**src/rtl/mem_access_stage.sv**
```systemverilog
// MEM stage: issues loads/stores on a req/gnt/rvalid data port, aligns and
// extends load data, and presents a registered one-cycle writeback bundle.
module mem_access_stage #(
   parameter int TIMEOUT_CYCLES = 16
) (
   input  logic        clk,
   input  logic        rst_n,
   input  logic        inValid,
   input  logic [31:0] result,
   input  logic [31:0] storeData,
   input  logic [2:0]  funct3,
   input  logic [6:0]  opcode,
   input  logic [4:0]  regdest,
   output logic        stall,
   output logic        memReq,
   output logic        memWe,
   output logic [31:0] memAddr,
   output logic [31:0] memWdata,
   output logic [3:0]  memBe,
   input  logic        memGnt,
   input  logic        memRvalid,
   input  logic [31:0] memRdata,
   output logic        outValid,
   output logic [31:0] wbData,
   output logic [4:0]  wbRegdest,
   output logic        wbWe,
   output logic        misaligned,
   output logic        busFault
);

   // Handshakes: memReq stays high with all mem* fields frozen until memGnt is
   // sampled high; memRvalid counts only in WAIT; outValid is a one-cycle pulse
   // with no backpressure; stall asks EX to hold whenever the FSM is not IDLE.

   localparam logic [6:0] OP_LOAD  = 7'b0000011;
   localparam logic [6:0] OP_STORE = 7'b0100011;
   localparam logic [8:0] TMO      = 9'(TIMEOUT_CYCLES);

   typedef enum logic [1:0] {IDLE, REQ, WAIT} state_t;

   state_t      state, state_nx;
   logic [31:0] addr_q, sdata_q;
   logic [2:0]  f3_q;
   logic [4:0]  rd_q;
   logic        store_q;
   logic [7:0]  cnt_q;

   logic        is_load, is_store, is_mem, f3_legal, aligned, accept, go_mem;
   logic        alu_we, timeout_hit;
   logic [8:0]  cnt_inc;
   logic [31:0] lane, load_ext;

   always_comb begin
      is_load  = (opcode == OP_LOAD);
      is_store = (opcode == OP_STORE);
      is_mem   = is_load | is_store;
      f3_legal = 1'b0;
      if (is_load)
         f3_legal = (funct3 == 3'b000) || (funct3 == 3'b001) || (funct3 == 3'b010) ||
                    (funct3 == 3'b100) || (funct3 == 3'b101);
      else if (is_store)
         f3_legal = (funct3 == 3'b000) || (funct3 == 3'b001) || (funct3 == 3'b010);
      case (funct3[1:0])
         2'b01:   aligned = ~result[0];
         2'b10:   aligned = (result[1:0] == 2'b00);
         default: aligned = 1'b1;
      endcase
      accept = (state == IDLE) && inValid;
      go_mem = accept && is_mem && f3_legal && aligned;
      alu_we = (regdest != 5'd0) &&
               ((opcode == 7'b0110011) || (opcode == 7'b0010011) || (opcode == 7'b0110111) ||
                (opcode == 7'b0010111) || (opcode == 7'b1101111) || (opcode == 7'b1100111));
      cnt_inc     = {1'b0, cnt_q} + 9'd1;
      timeout_hit = (cnt_inc == TMO);
   end

   // Load lane select and extension from the captured offset and funct3
   always_comb begin
      lane = memRdata >> {addr_q[1:0], 3'b000};
      case (f3_q)
         3'b000:  load_ext = {{24{lane[7]}}, lane[7:0]};
         3'b001:  load_ext = {{16{lane[15]}}, lane[15:0]};
         3'b100:  load_ext = {24'd0, lane[7:0]};
         3'b101:  load_ext = {16'd0, lane[15:0]};
         default: load_ext = memRdata;
      endcase
   end

   always_comb begin
      state_nx = state;
      case (state)
         IDLE:    if (go_mem) state_nx = REQ;
         REQ:     if (memGnt) state_nx = store_q ? IDLE : WAIT;
         WAIT:    if (memRvalid || timeout_hit) state_nx = IDLE;
         default: state_nx = IDLE;
      endcase
   end

   always_comb begin
      stall    = (state != IDLE);
      memReq   = (state == REQ);
      memWe    = 1'b0;
      memAddr  = 32'd0;
      memBe    = 4'd0;
      memWdata = 32'd0;
      if (state == REQ) begin
         memWe   = store_q;
         memAddr = {addr_q[31:2], 2'b00};
         case (f3_q[1:0])
            2'b00: begin
               memBe    = 4'b0001 << addr_q[1:0];
               memWdata = {4{sdata_q[7:0]}};
            end
            2'b01: begin
               memBe    = 4'b0011 << addr_q[1:0];
               memWdata = {2{sdata_q[15:0]}};
            end
            default: begin
               memBe    = 4'b1111;
               memWdata = sdata_q;
            end
         endcase
      end
   end

   always_ff @(posedge clk or negedge rst_n) begin
      if (!rst_n) begin
         state      <= IDLE;
         cnt_q      <= 8'd0;
         addr_q     <= 32'd0;
         sdata_q    <= 32'd0;
         f3_q       <= 3'd0;
         rd_q       <= 5'd0;
         store_q    <= 1'b0;
         outValid   <= 1'b0;
         wbData     <= 32'd0;
         wbRegdest  <= 5'd0;
         wbWe       <= 1'b0;
         misaligned <= 1'b0;
         busFault   <= 1'b0;
      end else begin
         state      <= state_nx;
         outValid   <= 1'b0;
         misaligned <= 1'b0;
         busFault   <= 1'b0;
         case (state)
            IDLE: begin
               if (accept && !is_mem) begin
                  outValid  <= 1'b1;
                  wbData    <= result;
                  wbRegdest <= regdest;
                  wbWe      <= alu_we;
               end else if (accept && !go_mem) begin
                  outValid   <= 1'b1;
                  misaligned <= 1'b1;
                  wbRegdest  <= regdest;
                  wbWe       <= 1'b0;
               end else if (go_mem) begin
                  addr_q  <= result;
                  sdata_q <= storeData;
                  f3_q    <= funct3;
                  rd_q    <= regdest;
                  store_q <= is_store;
               end
            end
            REQ: begin
               if (memGnt) begin
                  cnt_q <= 8'd0;
                  if (store_q) begin
                     outValid  <= 1'b1;
                     wbRegdest <= rd_q;
                     wbWe      <= 1'b0;
                  end
               end
            end
            WAIT: begin
               cnt_q <= cnt_q + 8'd1;
               // Data arriving on the timeout cycle still completes normally
               if (memRvalid) begin
                  outValid  <= 1'b1;
                  wbData    <= load_ext;
                  wbRegdest <= rd_q;
                  wbWe      <= (rd_q != 5'd0);
               end else if (timeout_hit) begin
                  outValid  <= 1'b1;
                  busFault  <= 1'b1;
                  wbRegdest <= rd_q;
                  wbWe      <= 1'b0;
               end
            end
            default: ;
         endcase
      end
   end

endmodule

```
**config.mk**
```make
export PLATFORM = sky130hd
export DESIGN_NAME = mem_access_stage
export DESIGN_NICKNAME = d
export VERILOG_FILES = /design/src/rtl/mem_access_stage.sv
export SDC_FILE = /design/constraint.sdc
export NUM_CORES = 1
export LEC_CHECK = 0
export BUFFER_PORTS_ARGS = -buffer_cell sky130_fd_sc_hd__buf_4
export CORE_MARGIN = 2
export CORE_UTILIZATION = 30
export DETAILED_ROUTE_END_ITERATION = 8
export GPL_TIMING_DRIVEN = 1
export PLACE_DENSITY_LB_ADDON = 0.1
export SYNTH_ARGS = -nofsm -noshare
export SYNTH_HDL_FRONTEND = slang
export SYNTH_SLANG_ARGS = --single-unit
```
**constraint.sdc**
```tcl
create_clock -name clk -period 4.2 [get_ports clk]
set_clock_uncertainty 0.1 [all_clocks]
set_input_delay 0.42 -clock clk [delete_from_list [all_inputs] [get_ports clk]]
set_output_delay 0.42 -clock clk [all_outputs]
set_load 0.005 [all_outputs]
```
==> out/qor.txt <==
initial antenna violation count = 0
routed via count = 6047
WP data arrival = 2.66 ns
met2 Track Usage GR = 0.316
# IOs = 228
slowest stage delay, CP = 0.58 ns
layout cells sized above 1 = 0.405
Synth Cell Area = 6870 um^2
Routability Congestion = 0.820
RR Startpoint = addr_q[0]
most frequent cell after synthesis = dfrtp_1
P&R area growth vs syn = 36.1%
syn avg cell area = 10.2 um^2
worst setup slack for register-to-register paths = 1.30 ns
CTS root buffer = clkbuf_16
max-cap check violation count = 0
share of flip-flops with an asynchronous set or reset = 1.00
leakage power = 4.52 nW
Post-CTS Setup Repair Bufs = 0
post-synthesis register bit count = 124
Initial Util = 0.304
final worst path period share = 0.757
CTS tree = built
WL/cell = 19.8 um
Iter 0 DRT Violations = 322
Crit path max-delay family = buffers and inverters
antenna viol nets, final = 0
remaining global-route overflow = 0
Die Area = 24100 um^2
Worst-Margin Slew = 1.05 ns
setup tns final = 0 ns
Place WS = 1.31 ns
Post-synth top flop = dfrtp_1
CP Data Required Time = 3.68 ns
row cnt = 55
total buffers and inverters traversed by the critical path = 3
Post-synth top cells = 124 x dfrtp_1, 89 x mux2_2, 66 x nand2_1
clock buffer count from CTS = 17
final WL = 23.2 mm
post-route worst setup slack = 1.02 ns
global-route wire length before repair = 35.2 mm
reg2reg path depth = 6
cell mode on critical path = buf_4
CTS Sinks = 124
number of synthesized flops with an enable pin = 0
drt drc = 0
IO Port Bufs = 225
Final nets = 1002
# setup viols final = 0
largest net degree at the start of global routing = 100
Die H = 155 um
relative slew slack = 0.300
maximum clock rate = 314 MHz
dominant cells by area after synthesis = dfrtp_1 45%, mux2_2 15%, o21ai_0 4.3%
crit end category = output port
post-synth top area cell = dfrtp_1
Clock Pin Slew Worst Setup and Hold Paths = 0.06 ns
H-tree Lvls = 4
Worst setup SP type = register
post-synthesis cell count = 674
Critical Path Fanout Max = 49
antenna diode instance count = 0
Distinct cells, synth = 53
Seq/Total Area, Yosys = 0.452
CP max stage cell = ha_2
Vias/cell = 5.16
Tot GR Track Use = 0.190
post-cts hold buffer count = 0
critical path, cell by cell = inv_1, ha_2, buf_4, a21boi_0, buf_4
met1 usage = 0.247
post-CTS sizing = 0
status = finished, final reports clean
crit path time final = 3.18 ns
Final Max Tran Viols = 0
Setup CP Type = reg -> out
post-DP HPWL = 17.1 mm
Reg-to-Reg End = wbData[31]
Synth Warn # = 0
1st-pass router iterations = 5
Core ar. = 22600 um^2
RSZ-0062 raised after global routing = no
worst skew pair latency = 0.41 ns
vias in the first global route = 6095
Clock Path Buffers = 2
GR Util met3 = 0.0435
Final Hold Fails = 0
worst hold slack = 0.0291 ns
final core utilization = 0.414
die width = 155 um
Synth top area share = 0.452
hold crit path type = in -> async
busiest grt layer = met2
Pwr Density = 515 nW/um^2
Peak supply drop = 0.265 mV
layout make-up:
type | count | area, um^2
sequential | 124 | 3100
multi-input combinational | 490 | 3510
clock buffer | 24 | 502
fill | 2202 | 13200
clock inverter | 6 | 85.1
inverter | 10 | 37.5
timing repair buffer | 234 | 1760
tap | 285 | 357
through the flow:
stage | instance area (um^2) | total power, W | std cells
global placement | 8770 | 0.00334 | 1143
detailed placement | 8770 | 0.00339 | 1143
global route | 9350 | 0.00512 | 1173
finish | 9350 | 0.00482 | 1173
CTS | 9350 | 0.00489 | 1173
floorplan | 6880 | 0.00258 | 675
flip-flops by register name, summed over array words and instances, names as in the netlist:
name,flops
f3_q,3
busFault,1
cnt_q,8
outValid,1
rd_q,5
addr_q,32
wbData,32
state,2
misaligned,1
store_q,1
wbRegdest,5
sdata_q,32
wbWe,1
power by group:
group / internal (W) / total [W] / switching, W
Clock: 0.000944 / 0.00148 / 0.000534
Combinational: 0.000775 / 0.00170 / 0.000924
Sequential: 0.00145 / 0.00164 / 0.000193
Total: 0.00316 / 0.00482 / 0.00165
logic make-up after synthesis:
logic type / after synthesis / synth area share
mux: 111 / 0.178
simple gates: 184 / 0.135
fa+ha+maj: 9 / 0.0164
buf+inv: 61 / 0.0399
xor+xnor: 1 / 0.00127
other cells: 1 / 0.000546
flops: 124 / 0.452
compound gates: 183 / 0.178
worst reg2reg max path, cell delays in order (launching register included):
cell,delay [ns]
dfrtp_1,0.75
and2b_1,0.40
o2bb2ai_1,0.15
nand2_1,0.12
a2111oi_4,0.96
a221oi_1,0.11
o21ai_0,0.23
metal layers:
metal	vias to the layer above	wire length [um]
met5	-	0
met4	0	428
met3	22	1360
met2	209	11200
met1	3000	10200
li1	2816	-
layout by cell type, fill, tap and decap left out, drive strengths merged, types with 16 or more instances in the layout:
cell      n
dfrtp   124
and2     41
clkbuf   24
buf     234
mux2     89
mux2i    22
nand2    66
nor2     23
nor2b    16
a21oi    46
a221oi   18
o21ai    60
worst max-delay path by stage:
stage                         start  cells past startpoint     endpoint  slack [ns]
after floorplan           funct3[0]                      8     state[0]        1.92
after global placement    funct3[0]                      9  sdata_q[28]        1.35
after detailed placement  funct3[0]                      9  sdata_q[11]        1.31
after CTS                  state[1]                      5     memBe[2]        0.90
after global routing       state[1]                      5     memBe[2]        0.79
final                      state[1]                      5     memBe[3]        1.02
Note: power is estimated with default switching activity, not from simulation.
